`src/rtl/pipeline_if.sv`:
```
// Instruction-fetch stage: single-outstanding imem handshake feeding the IF/ID register.
// Define IF_FETCH_CNT_EN to add fetch_cnt_IF, a wrapping count of valid IF/ID loads.
module pipeline_if (
    input  logic        clk_IF,
    input  logic        rst_IF,
    input  logic        stall_IF,
    input  logic        flush_IF,
    input  logic        redirect_IF,
    input  logic [31:0] redirect_PC_IF,
    output logic        imem_req_IF,
    output logic [31:0] imem_addr_IF,
    input  logic        imem_ready_IF,
    input  logic [31:0] imem_data_IF,
    output logic [31:0] Inst_out_IF,
    output logic [31:0] PC_out_IF,
    output logic        valid_out_IF
`ifdef IF_FETCH_CNT_EN
    ,
    output logic [31:0] fetch_cnt_IF
`endif
);

    localparam logic [31:0] NOP = 32'h0000_0013;

    typedef enum logic [1:0] {REQ, WAIT, HOLD, DROP} state_t;

    state_t      state, state_nxt;
    logic [31:0] pc, pc_nxt;
    logic [31:0] hold_buf, hold_buf_nxt;
    logic        deliver;
    logic [31:0] deliver_inst;
    logic        load_valid;

    always_ff @(posedge clk_IF) begin
        if (rst_IF) begin
            state    <= REQ;
            pc       <= '0;
            hold_buf <= '0;
        end else begin
            state    <= state_nxt;
            pc       <= pc_nxt;
            hold_buf <= hold_buf_nxt;
        end
    end

    always_comb begin
        state_nxt    = state;
        pc_nxt       = pc;
        hold_buf_nxt = hold_buf;
        deliver      = 1'b0;
        deliver_inst = hold_buf;
        case (state)
            REQ: begin
                if (redirect_IF) begin
                    pc_nxt    = redirect_PC_IF;
                    state_nxt = DROP;
                end else begin
                    state_nxt = WAIT;
                end
            end
            WAIT: begin
                if (imem_ready_IF) begin
                    if (redirect_IF) begin
                        pc_nxt    = redirect_PC_IF;
                        state_nxt = REQ;
                    end else if (stall_IF) begin
                        hold_buf_nxt = imem_data_IF;
                        state_nxt    = HOLD;
                    end else begin
                        deliver      = 1'b1;
                        deliver_inst = imem_data_IF;
                        pc_nxt       = pc + 32'd4;
                        state_nxt    = REQ;
                    end
                end else if (redirect_IF) begin
                    pc_nxt    = redirect_PC_IF;
                    state_nxt = DROP;
                end
            end
            HOLD: begin
                if (redirect_IF) begin
                    pc_nxt    = redirect_PC_IF;
                    state_nxt = REQ;
                end else if (!stall_IF) begin
                    deliver   = 1'b1;
                    pc_nxt    = pc + 32'd4;
                    state_nxt = REQ;
                end
            end
            DROP: begin
                // A redirect coinciding with the stale response keeps the new target for the next fetch.
                if (redirect_IF)
                    pc_nxt = redirect_PC_IF;
                if (imem_ready_IF)
                    state_nxt = REQ;
            end
            default: state_nxt = REQ;
        endcase
    end

    assign imem_req_IF  = (state == REQ);
    assign imem_addr_IF = pc;
    assign load_valid   = deliver && !flush_IF && !stall_IF;

    always_ff @(posedge clk_IF) begin
        if (rst_IF) begin
            Inst_out_IF  <= NOP;
            PC_out_IF    <= '0;
            valid_out_IF <= 1'b0;
        end else if (flush_IF) begin
            Inst_out_IF  <= NOP;
            valid_out_IF <= 1'b0;
        end else if (!stall_IF) begin
            if (load_valid) begin
                Inst_out_IF  <= deliver_inst;
                PC_out_IF    <= pc;
                valid_out_IF <= 1'b1;
            end else begin
                Inst_out_IF  <= NOP;
                valid_out_IF <= 1'b0;
            end
        end
    end

`ifdef IF_FETCH_CNT_EN
    always_ff @(posedge clk_IF) begin
        if (rst_IF)
            fetch_cnt_IF <= '0;
        else if (load_valid)
            fetch_cnt_IF <= fetch_cnt_IF + 32'd1;
    end
`endif

endmodule

```
`config.mk`:
```
export PLATFORM = sky130hd
export DESIGN_NAME = pipeline_if
export DESIGN_NICKNAME = d
export VERILOG_FILES = /design/src/rtl/pipeline_if.sv
export SDC_FILE = /design/constraint.sdc
export NUM_CORES = 1
export LEC_CHECK = 0
export ABC_AREA = 0
export CAP_MARGIN = 20
export CORE_ASPECT_RATIO = 1.25
export CORE_MARGIN = 5
export CORE_UTILIZATION = 48
export DETAILED_ROUTE_END_ITERATION = 7
export PLACE_DENSITY = 0.91
export SLEW_MARGIN = 20
export SYNTH_ARGS = -nofsm -noshare
export SYNTH_HDL_FRONTEND = slang
export SYNTH_SLANG_ARGS = --single-unit
```
`constraint.sdc`:
```
create_clock -name clk_IF -period 2.45 [get_ports clk_IF]
set_input_delay 0.245 -clock clk_IF [delete_from_list [all_inputs] [get_ports clk_IF]]
set_output_delay 0.245 -clock clk_IF [all_outputs]
set_load 0.05 [all_outputs]
```
==> impl_metrics.py, run 1 <==
metrics = {
    "place": {
        "dpl_cell_area_um2": 7840,
        "pre_cts_ws_ns": 0.202,
        "gp_congestion": 0.915,
        "place_inst": 1050,
        "dp_hpwl_um": 12800,
        "port_buffers": 167,
    },
    "critical_path": {
        "critPathMaxFanout": 11,
        "worstPathCellList": "nand4_1 -> nor4_1 -> buf_4 -> and3_1 -> a31o_2 -> a21oi_1",
        "cpPeakStageDelay_ns": 0.62,
        "start_kind": "register",
        "worstSetupPathType": "register to register",
        "crit_slowest_cell": "nor4_1",
        "crit_family": "simple AND/OR/NAND/NOR gates",
        "end_kind": "register",
        "required_ns": 2.73,
        "crit_buf_inv": 1,
        "cp.arrival_ns": 2.53,
    },
    "clock_network": {
        "cts_root_buffer": "clkbuf_16",
        "holdBufCountCts": 0,
        "clock_sinks": 131,
        "htreeDepth": 4,
        "postCtsSetupBuffers": 0,
        "clk_pin_slew_ns": 0.06,
        "cts_resized": 0,
        "cts_buffers": 17,
        "clk-insertion-delay-late_ns": 0.41,
        "cts_tree": "yes",
        "clockBufferDepth": 2,
    },
    "synthesis": {
        "synth_common_cells": "nand2_1, dfxtp_1, a21oi_1",
        "synth_warnings": 0,
        "syn_inst": 744,
        "syn-cell-area_um2": 5870,
        "ys_seq_area_share_pct": 44.7,
        "synth.most_common_cell": "nand2_1",
        "synth_top_area_share_pct": 44.7,
        "synth_nets": 819,
        "syn_area_per_cell_um2": 7.89,
        "synth_enable_flop_cells": 0,
        "ys.flop_type": "dfxtp_1",
        "ys_ff_latch": 131,
        "ys_top_cells_by_area": "dfxtp_1, a21oi_1, nand2_1",
        "yosysTopAreaCell": "dfxtp_1",
        "async_flop_share_pct": 0,
        "synth.distinct_cells": 52,
    },
    "timing": {
        "rsz0062_at_grt": "no",
        "min_period_over_period_pct": 91.9,
        "worst_slack_ns": 0.198,
        "fin_crit_ns": 2.25,
        "setup_tns_ns": 0,
        "relSlewSlack_pct": 55.8,
        "slew_violations": 0,
        "finalHoldViolations": 0,
        "fmax_mhz": 444,
        "worst_slew_pin_slew_ns": 0.657,
        "finalClockSkew_ns": 0.00916,
        "setup_viol": 0,
    },
    "floorplanning": {
        "dieHeight_um": 134,
        "die_area_um2": 14600,
        "fp-row-count": 45,
        "num_io_pins": 168,
        "die_w_um": 109,
        "initial_core_util_pct": 48.7,
        "coreArea_um2": 12000,
    },
    "route": {
        "drc": 0,
        "wl_per_cell_um": 16.8,
        "first_pass_iters": 4,
        "drtIter0Drc": 386,
        "drt-vias-per-instance": 5.56,
        "ant_nets": 0,
        "routed_wirelength_um": 18200,
        "via_count": 6012,
    },
    "power": {
        "swShare_pct": 30.1,
        "powerDensity_nw_per_um2": 826,
        "internal-power_uw": 4930,
        "vdd_drop_max_uv": 496,
        "leakage_uw": 0.00312,
        "p_clk_share_pct": 42.4,
        "p_sw_uw": 2120,
        "seq_power_share_pct": 34.2,
        "combPwrFrac_pct": 23.4,
    },
    "global_route": {
        "gr-usage-all-layers_pct": 25.1,
        "gr-usage-met2_pct": 43.8,
        "top_usage_layer": "met2",
        "grt_pass1_vias": 5979,
        "grt_pass1_wl_um": 29200,
        "antenna_found_initial": 0,
        "grt_use_met3_pct": 6.30,
        "gr-total-overflow": 0,
        "grt_max_degree": 37,
        "grt_use_met1_pct": 28.7,
    },
    "layout": {
        "finalNonFillerCells": 1082,
        "area_delta_synth_final_pct": 45.4,
        "antenna_cells": 0,
        "design_area_um2": 8540,
        "layout-drive-gt1-share_pct": 9.59,
        "nets": 980,
    },
    "status": {
        "status": "completed",
    },
    "flow_run": {
        "cap_violations": 0,
    },
    "min_path": {
        "hold_path.class": "input port to register",
    },
}
==> placed cells by master (no fill, tap or decap), drive strengths merged, types with 13 or more instances in the layout <==
| cell | count |
|---|---|
| a21oi | 122 |
| mux2i | 35 |
| nor2 | 81 |
| nor4 | 13 |
| buf | 38 |
| clkbuf | 20 |
| nand2 | 151 |
| clkdlybuf4s50 | 166 |
| dfxtp | 131 |
| o21ai | 17 |
==> final cells by class <==
type                    instances  area [µm²]
clock inverters                12         250
repair buffers                204        1970
well taps                     164         205
multi-input cells             542        3010
flip-flops and latches        131        2620
clock buffers                  20         447
inverters                       9        33.8
fillers                       933        3510
==> sequential cells by signal (all words and copies together) (netlist names) <==
| signal | count |
|---|---|
| state | 2 |
| Inst_out_IF | 32 |
| hold_buf | 32 |
| imem_addr_IF | 32 |
| PC_out_IF | 32 |
| valid_out_IF | 1 |
==> logic make-up (layout without fill, tap and decap cells) <==
family                     Yosys count  in the layout  share of synthesized area (%)
AOI/OAI and AO/OA                  190            190                           19.2
xor gates and xnor gates             2              2                          0.298
adders and majority gates            5              5                           1.07
buffers and inverters               71            245                           4.71
DFF                                131            131                           44.7
muxes                               41             41                           7.12
and+or+nand+nor                    304            304                           22.9
==> worst register-to-register path, delay by kind of cell (launching register included) <==
family          cells  cell delay (ns)
compound gates      2             0.23
buf+inv             1             0.25
flops               1             0.54
simple gates        3             1.10
==> through the flow <==
stage | hold WS, ns | utilization, % | total power, µW
global route | 0.349 | 70.8 | 7320
floorplan | 0.360 | - | 3430
finish | 0.314 | 70.8 | 7050
detailed placement | 0.446 | 65.1 | 4080
global placement | 0.438 | 65.1 | 4070
CTS | 0.311 | 70.8 | 7080
==> worst paths after layout <==
| path | depth (start not counted) | slack, ns | endpoint | start |
|---|---|---|---|---|
| setup / recovery | 6 | 0.20 | imem_addr_IF[30]$_SDFF_PP0_ | imem_addr_IF[15]$_SDFF_PP0_ |
| hold / removal | 2 | 0.31 | PC_out_IF[15]$_SDFFE_PP0P_ | rst_IF |
| hold reg to reg | 2 | 0.45 | hold_buf[27]$_SDFFE_PP0P_ | hold_buf[27]$_SDFFE_PP0P_ |
| setup reg to reg | 6 | 0.20 | imem_addr_IF[30]$_SDFF_PP0_ | imem_addr_IF[15]$_SDFF_PP0_ |
==> power groups by stage <==
stage | sequential [µW] | clock (µW) | combinational [µW]
floorplan | 2750 | 0 | 671
global placement | 2450 | 0 | 1620
detailed placement | 2450 | 0 | 1630
CTS | 2410 | 3020 | 1640
global route | 2430 | 3130 | 1760
finish | 2420 | 2990 | 1650
==> metal layers <==
layer / up-vias / share of wire, %
met2: 252 / 52
met3: 47 / 6.7
met4: 0 / 2.9
met5: - / 0
li1: 2935 / -
met1: 2778 / 39
No activity file was read; power rests on OpenSTA's default activity.
==> run 2, diff against run 1 <==
PLACE_DENSITY = unset   (was 0.91)
PLACE_DENSITY_LB_ADDON = 0.1   (was unset)
SLEW_MARGIN = 40   (was 20)
==> run 2 against run 1 <==
Net effect:
- setup slack better by 0.074 ns
- critical path type is now register to output pin
- sequential power about the same
- power down 2.2%
- wire length up 5.8%
- largest cell class unchanged
- hold slack worse by 0.087 ns
- sequential share of layout area up 0.099 points
- maximum frequency up 3.4%
==> impl_metrics.py, run 2 (synthesis results as in run 1) <==
metrics = {
    "status": {
        "status": "completed",
    },
    "power": {
        "vdd_drop_max_uv": 488,
        "p_total_uw": 6900,
        "powerDensity_nw_per_um2": 810,
        "leakage_uw": 0.00310,
    },
    "critical_path": {
        "required_ns": 2.20,
        "crit_buf_inv": 2,
        "crit_path_start": "state[1]$_SDFFE_PP0P_",
        "cpPeakStageDelay_ns": 0.86,
        "crit_family": "buffers and inverters",
        "rr_startpoint": "state[1]$_SDFFE_PP0P_",
        "worstSetupPathType": "register to output pin",
        "end_kind": "output pin",
        "cp.arrival_ns": 1.93,
        "critPathMaxFanout": 4,
        "crit_slowest_cell": "clkdlybuf4s50_1",
        "worstPathCellList": "inv_1 -> ha_1 -> clkdlybuf4s50_1",
        "start_kind": "register",
    },
    "layout": {
        "seqCellArea_um2": 2620,
        "nets": 980,
        "final_common_cell": "clkdlybuf4s50_1",
        "utilization_pct": 70.6,
        "area_delta_synth_final_pct": 44.9,
        "layout-drive-gt1-share_pct": 9.71,
        "multi_input_area_um2": 3010,
        "nFillCells": 1041,
        "antenna_cells": 0,
        "mostFrequentLayoutCells": "clkdlybuf4s50_1, nand2_1, dfxtp_1",
    },
    "floorplanning": {
        "fp-row-count": 45,
        "dieHeight_um": 134,
        "die_w_um": 109,
        "coreArea_um2": 12000,
        "initial_core_util_pct": 48.7,
        "die_area_um2": 14600,
        "num_io_pins": 168,
    },
    "clock_network": {
        "htreeDepth": 4,
        "postCtsSetupBuffers": 0,
        "cts_resized": 0,
        "holdBufCountCts": 0,
        "cts_root_buffer": "clkbuf_16",
        "clk_pin_slew_ns": 0.06,
        "cts_tree": "yes",
        "clockBufferDepth": 2,
        "clock_sinks": 131,
        "clk-insertion-delay-late_ns": 0.41,
        "cts_buffers": 17,
    },
    "min_path": {
        "hp-start": "rst_IF",
        "hold_path.class": "input port to register",
    },
    "route": {
        "first_pass_iters": 5,
        "via_count": 6077,
        "top_layer_used": "met4",
        "drc": 0,
        "wl_per_cell_um": 17.8,
        "wl_met1_um": 7450,
        "routed_wirelength_um": 19300,
        "drt-vias-per-instance": 5.62,
        "drtIter0Drc": 375,
        "ant_nets": 0,
        "met2WireLength_um": 10100,
        "wl_met3_um": 1170,
    },
    "timing": {
        "rsz0062_at_grt": "no",
        "setup_viol": 0,
        "slew_violations": 0,
        "setup_tns_ns": 0,
        "worst_slew_pin_slew_ns": 0.626,
        "fmax_mhz": 459,
        "finalHoldViolations": 0,
        "hold_ws_ns": 0.227,
        "relSlewSlack_pct": 58.3,
        "fin_crit_ns": 2.18,
        "min_period_over_period_pct": 88.9,
        "finalClockSkew_ns": 0.0114,
    },
    "global_route": {
        "gr-total-overflow": 0,
        "grt_pass1_vias": 6164,
        "grt_max_degree": 35,
        "grt_pass1_wl_um": 30700,
        "gr-usage-all-layers_pct": 26.4,
        "antenna_found_initial": 0,
    },
    "place": {
        "gp_congestion": 0.921,
        "port_buffers": 167,
        "dp_hpwl_um": 13700,
    },
    "flow_run": {
        "cap_violations": 0,
    },
}
==> run 2: final timing paths <==
kind	endpoint	depth (start not counted)	slack, ns
min	PC_out_IF[17]$_SDFFE_PP0P_	2	0.23
max reg2reg	Inst_out_IF[3]$_SDFFE_PP0N_	8	0.28
min reg2reg	PC_out_IF[0]$_SDFFE_PP0P_	2	0.46
max	imem_req_IF	3	0.27
==> run 2: area by class of cell <==
| class | instances | share of cell area, % |
|---|---|---|
| Inverter | 9 | 0.397 |
| Tap cell | 164 | 2.41 |
| Clock inverter | 12 | 2.40 |
| Sequential cell | 131 | 30.8 |
| Timing Repair Buffer | 204 | 23.3 |
| Clock buffer | 19 | 5.32 |
| Multi-Input combinational cell | 542 | 35.3 |
==> run 2: per-layer routing <==
metal	vias to the layer above	global-route usage (%)
li1	2925	-
met1	2863	30.0
met2	247	46.9
met3	42	5.67
met4	0	11.1
met5	-	0
==> run 2: worst reg2reg max path: stages, from the launching register on <==
cell and delay [ns]:
dfxtp_1 0.34, inv_1 0.11, ha_1 0.38, a21oi_1 0.19, nand4bb_4 0.50, buf_12 0.30
nor2_1 0.13, a21oi_1 0.05, nor2_1 0.11
==> run 2: stage by stage <==
step | instances | cell area [µm²] | setup WS (ns)
6_report | 1081 | 8510 | 0.272
4_1_cts | 1081 | 8510 | 0.261
5_1_grt | 1081 | 8510 | 0.0863
3_3_place_gp | 1050 | 7850 | 0.261
2_1_floorplan | 744 | 5870 | 0.0314
3_5_place_dp | 1050 | 7850 | 0.224
==> run 2: report_power, final <==
group / leakage, µW / internal, µW / switching, µW
registers: 0.00106 / 2260 / 173
clock network: 0.000323 / 1860 / 946
logic: 0.00172 / 624 / 1040
==> run 3, diff against run 2 <==
CELL_PAD_IN_SITES_DETAIL_PLACEMENT = 1   (was unset)
CELL_PAD_IN_SITES_GLOBAL_PLACEMENT = 2   (was unset)
CORE_UTILIZATION = 27   (was 48)
==> run 3 against run 2 <==
Net effect:
- combinational power increased by 6%
- setup slack got worse by 0.061 ns
- wire length increased by 17%
- sequential share of layout area decreased by 0.68 points
- critical path type unchanged
- die area increased by 70%
- critical path depth unchanged
- flip-flop and latch count unchanged
- hold slack improved by 0.077 ns
- maximum frequency decreased by 2.7%
- largest cell class unchanged
==> impl_metrics.py, run 3 (synthesis results as in run 1) <==
metrics = {
    "status": {
        "status": "completed",
    },
    "floorplanning": {
        "die_w_um": 142,
        "fp-row-count": 60,
        "initial_core_util_pct": 27.3,
        "die_area_um2": 24800,
        "dieHeight_um": 175,
        "coreArea_um2": 21500,
        "num_io_pins": 168,
    },
    "timing": {
        "worst_slack_ns": 0.211,
        "finalHoldViolations": 0,
        "setup_tns_ns": 0,
        "rsz0062_at_grt": "no",
        "relSlewSlack_pct": 52.6,
        "slew_violations": 0,
        "fin_crit_ns": 2.24,
        "worst_slew_pin_slew_ns": 0.710,
        "min_period_over_period_pct": 91.4,
        "finalClockSkew_ns": 0.0126,
        "setup_viol": 0,
        "fmax_mhz": 447,
    },
    "route": {
        "first_pass_iters": 4,
        "drc": 0,
        "drt-vias-per-instance": 5.05,
        "ant_nets": 0,
        "routed_wirelength_um": 22500,
        "wl_per_cell_um": 18.7,
        "drtIter0Drc": 206,
        "via_count": 6089,
    },
    "layout": {
        "area_delta_synth_final_pct": 48.2,
        "seqCellArea_um2": 2620,
        "final_common_cell": "clkdlybuf4s50_1",
        "nets": 989,
        "finalNonFillerCells": 1206,
        "utilization_pct": 40.5,
        "antenna_cells": 0,
        "nFillCells": 2578,
        "mostFrequentLayoutCells": "clkdlybuf4s50_1, nand2_1, dfxtp_1",
        "multi_input_area_um2": 3010,
        "layout-drive-gt1-share_pct": 10.7,
    },
    "global_route": {
        "grt_pass1_wl_um": 35700,
        "grt_max_degree": 47,
        "gr-total-overflow": 0,
        "grt_pass1_vias": 6636,
        "antenna_found_initial": 0,
        "gr-usage-all-layers_pct": 18.1,
    },
    "clock_network": {
        "clock_sinks": 131,
        "htreeDepth": 4,
        "clk-insertion-delay-late_ns": 0.42,
        "postCtsSetupBuffers": 0,
        "cts_resized": 0,
        "cts_root_buffer": "clkbuf_16",
        "clk_pin_slew_ns": 0.06,
        "clockBufferDepth": 2,
        "cts_buffers": 17,
        "cts_tree": "yes",
        "holdBufCountCts": 0,
    },
    "power": {
        "seq_power_share_pct": 34.8,
        "p_sw_uw": 2290,
        "combPwrFrac_pct": 25.4,
        "vdd_drop_max_uv": 502,
        "leakage_uw": 0.00314,
        "internal-power_uw": 4640,
        "p_clk_share_pct": 39.9,
        "powerDensity_nw_per_um2": 796,
        "swShare_pct": 33.1,
    },
    "place": {
        "port_buffers": 167,
        "place_inst": 1174,
        "gp_congestion": 0.809,
        "dp_hpwl_um": 16300,
        "pre_cts_ws_ns": -0.103,
    },
    "critical_path": {
        "end_kind": "output pin",
        "cp.arrival_ns": 1.99,
        "start_kind": "register",
        "required_ns": 2.20,
        "worstSetupPathType": "register to output pin",
        "critPathMaxFanout": 4,
    },
    "flow_run": {
        "cap_violations": 0,
    },
    "min_path": {
        "hold_path.class": "input port to register",
    },
}
==> run 3: power groups by stage <==
stage	sequential, µW	combinational [µW]	clock (µW)
floorplan	2750	671	0
global placement	2450	1740	0
detailed placement	2450	1770	0
CTS	2410	1780	2830
global route	2430	1880	2910
finish	2410	1760	2760
==> run 3: final timing paths <==
kind	startpoint	endpoint	slack, ns	cells after the start
worst max-delay path	state[0]$_SDFFE_PP0P_	imem_req_IF	0.21	3
worst min-delay path	rst_IF	imem_addr_IF[3]$_SDFF_PP0_	0.30	2
worst max register to register	imem_addr_IF[3]$_SDFF_PP0_	imem_addr_IF[14]$_SDFF_PP0_	0.26	7
worst min register to register	PC_out_IF[26]$_SDFFE_PP0P_	PC_out_IF[26]$_SDFFE_PP0P_	0.45	2
==> run 3: per-stage QoR <==
stage	hold slack (ns)	power, µW	cell area (µm²)
final	0.304	6930	8700
after global routing	0.325	7220	8700
after CTS	0.298	7020	8700
after detailed placement	0.449	4230	8070
after global placement	0.439	4190	8070
after floorplan	0.360	3430	5870
==> run 3: metal layers <==
metal	track usage, %	vias up	routed length [µm]
li1	-	2949	-
met1	20.3	2965	9220
met3	3.37	31	933
met5	0	-	0
met2	33.6	144	11800
met4	6.76	0	546
==> run 3: area by class of cell <==
class | instances | share of cell area (%)
clock buffer | 18 | 4.93
clock inverter | 14 | 2.29
inverter | 9 | 0.388
multi-input combinational | 542 | 34.6
sequential | 131 | 30.2
tap | 279 | 4.01
timing repair buffer | 213 | 23.7
==> run 3: worst max-delay path, cell delays in order (launching register included) <==
cell and delay [ns]:
dfxtp_1 0.35, inv_1 0.11, ha_1 0.23, clkdlybuf4s50_1 0.88
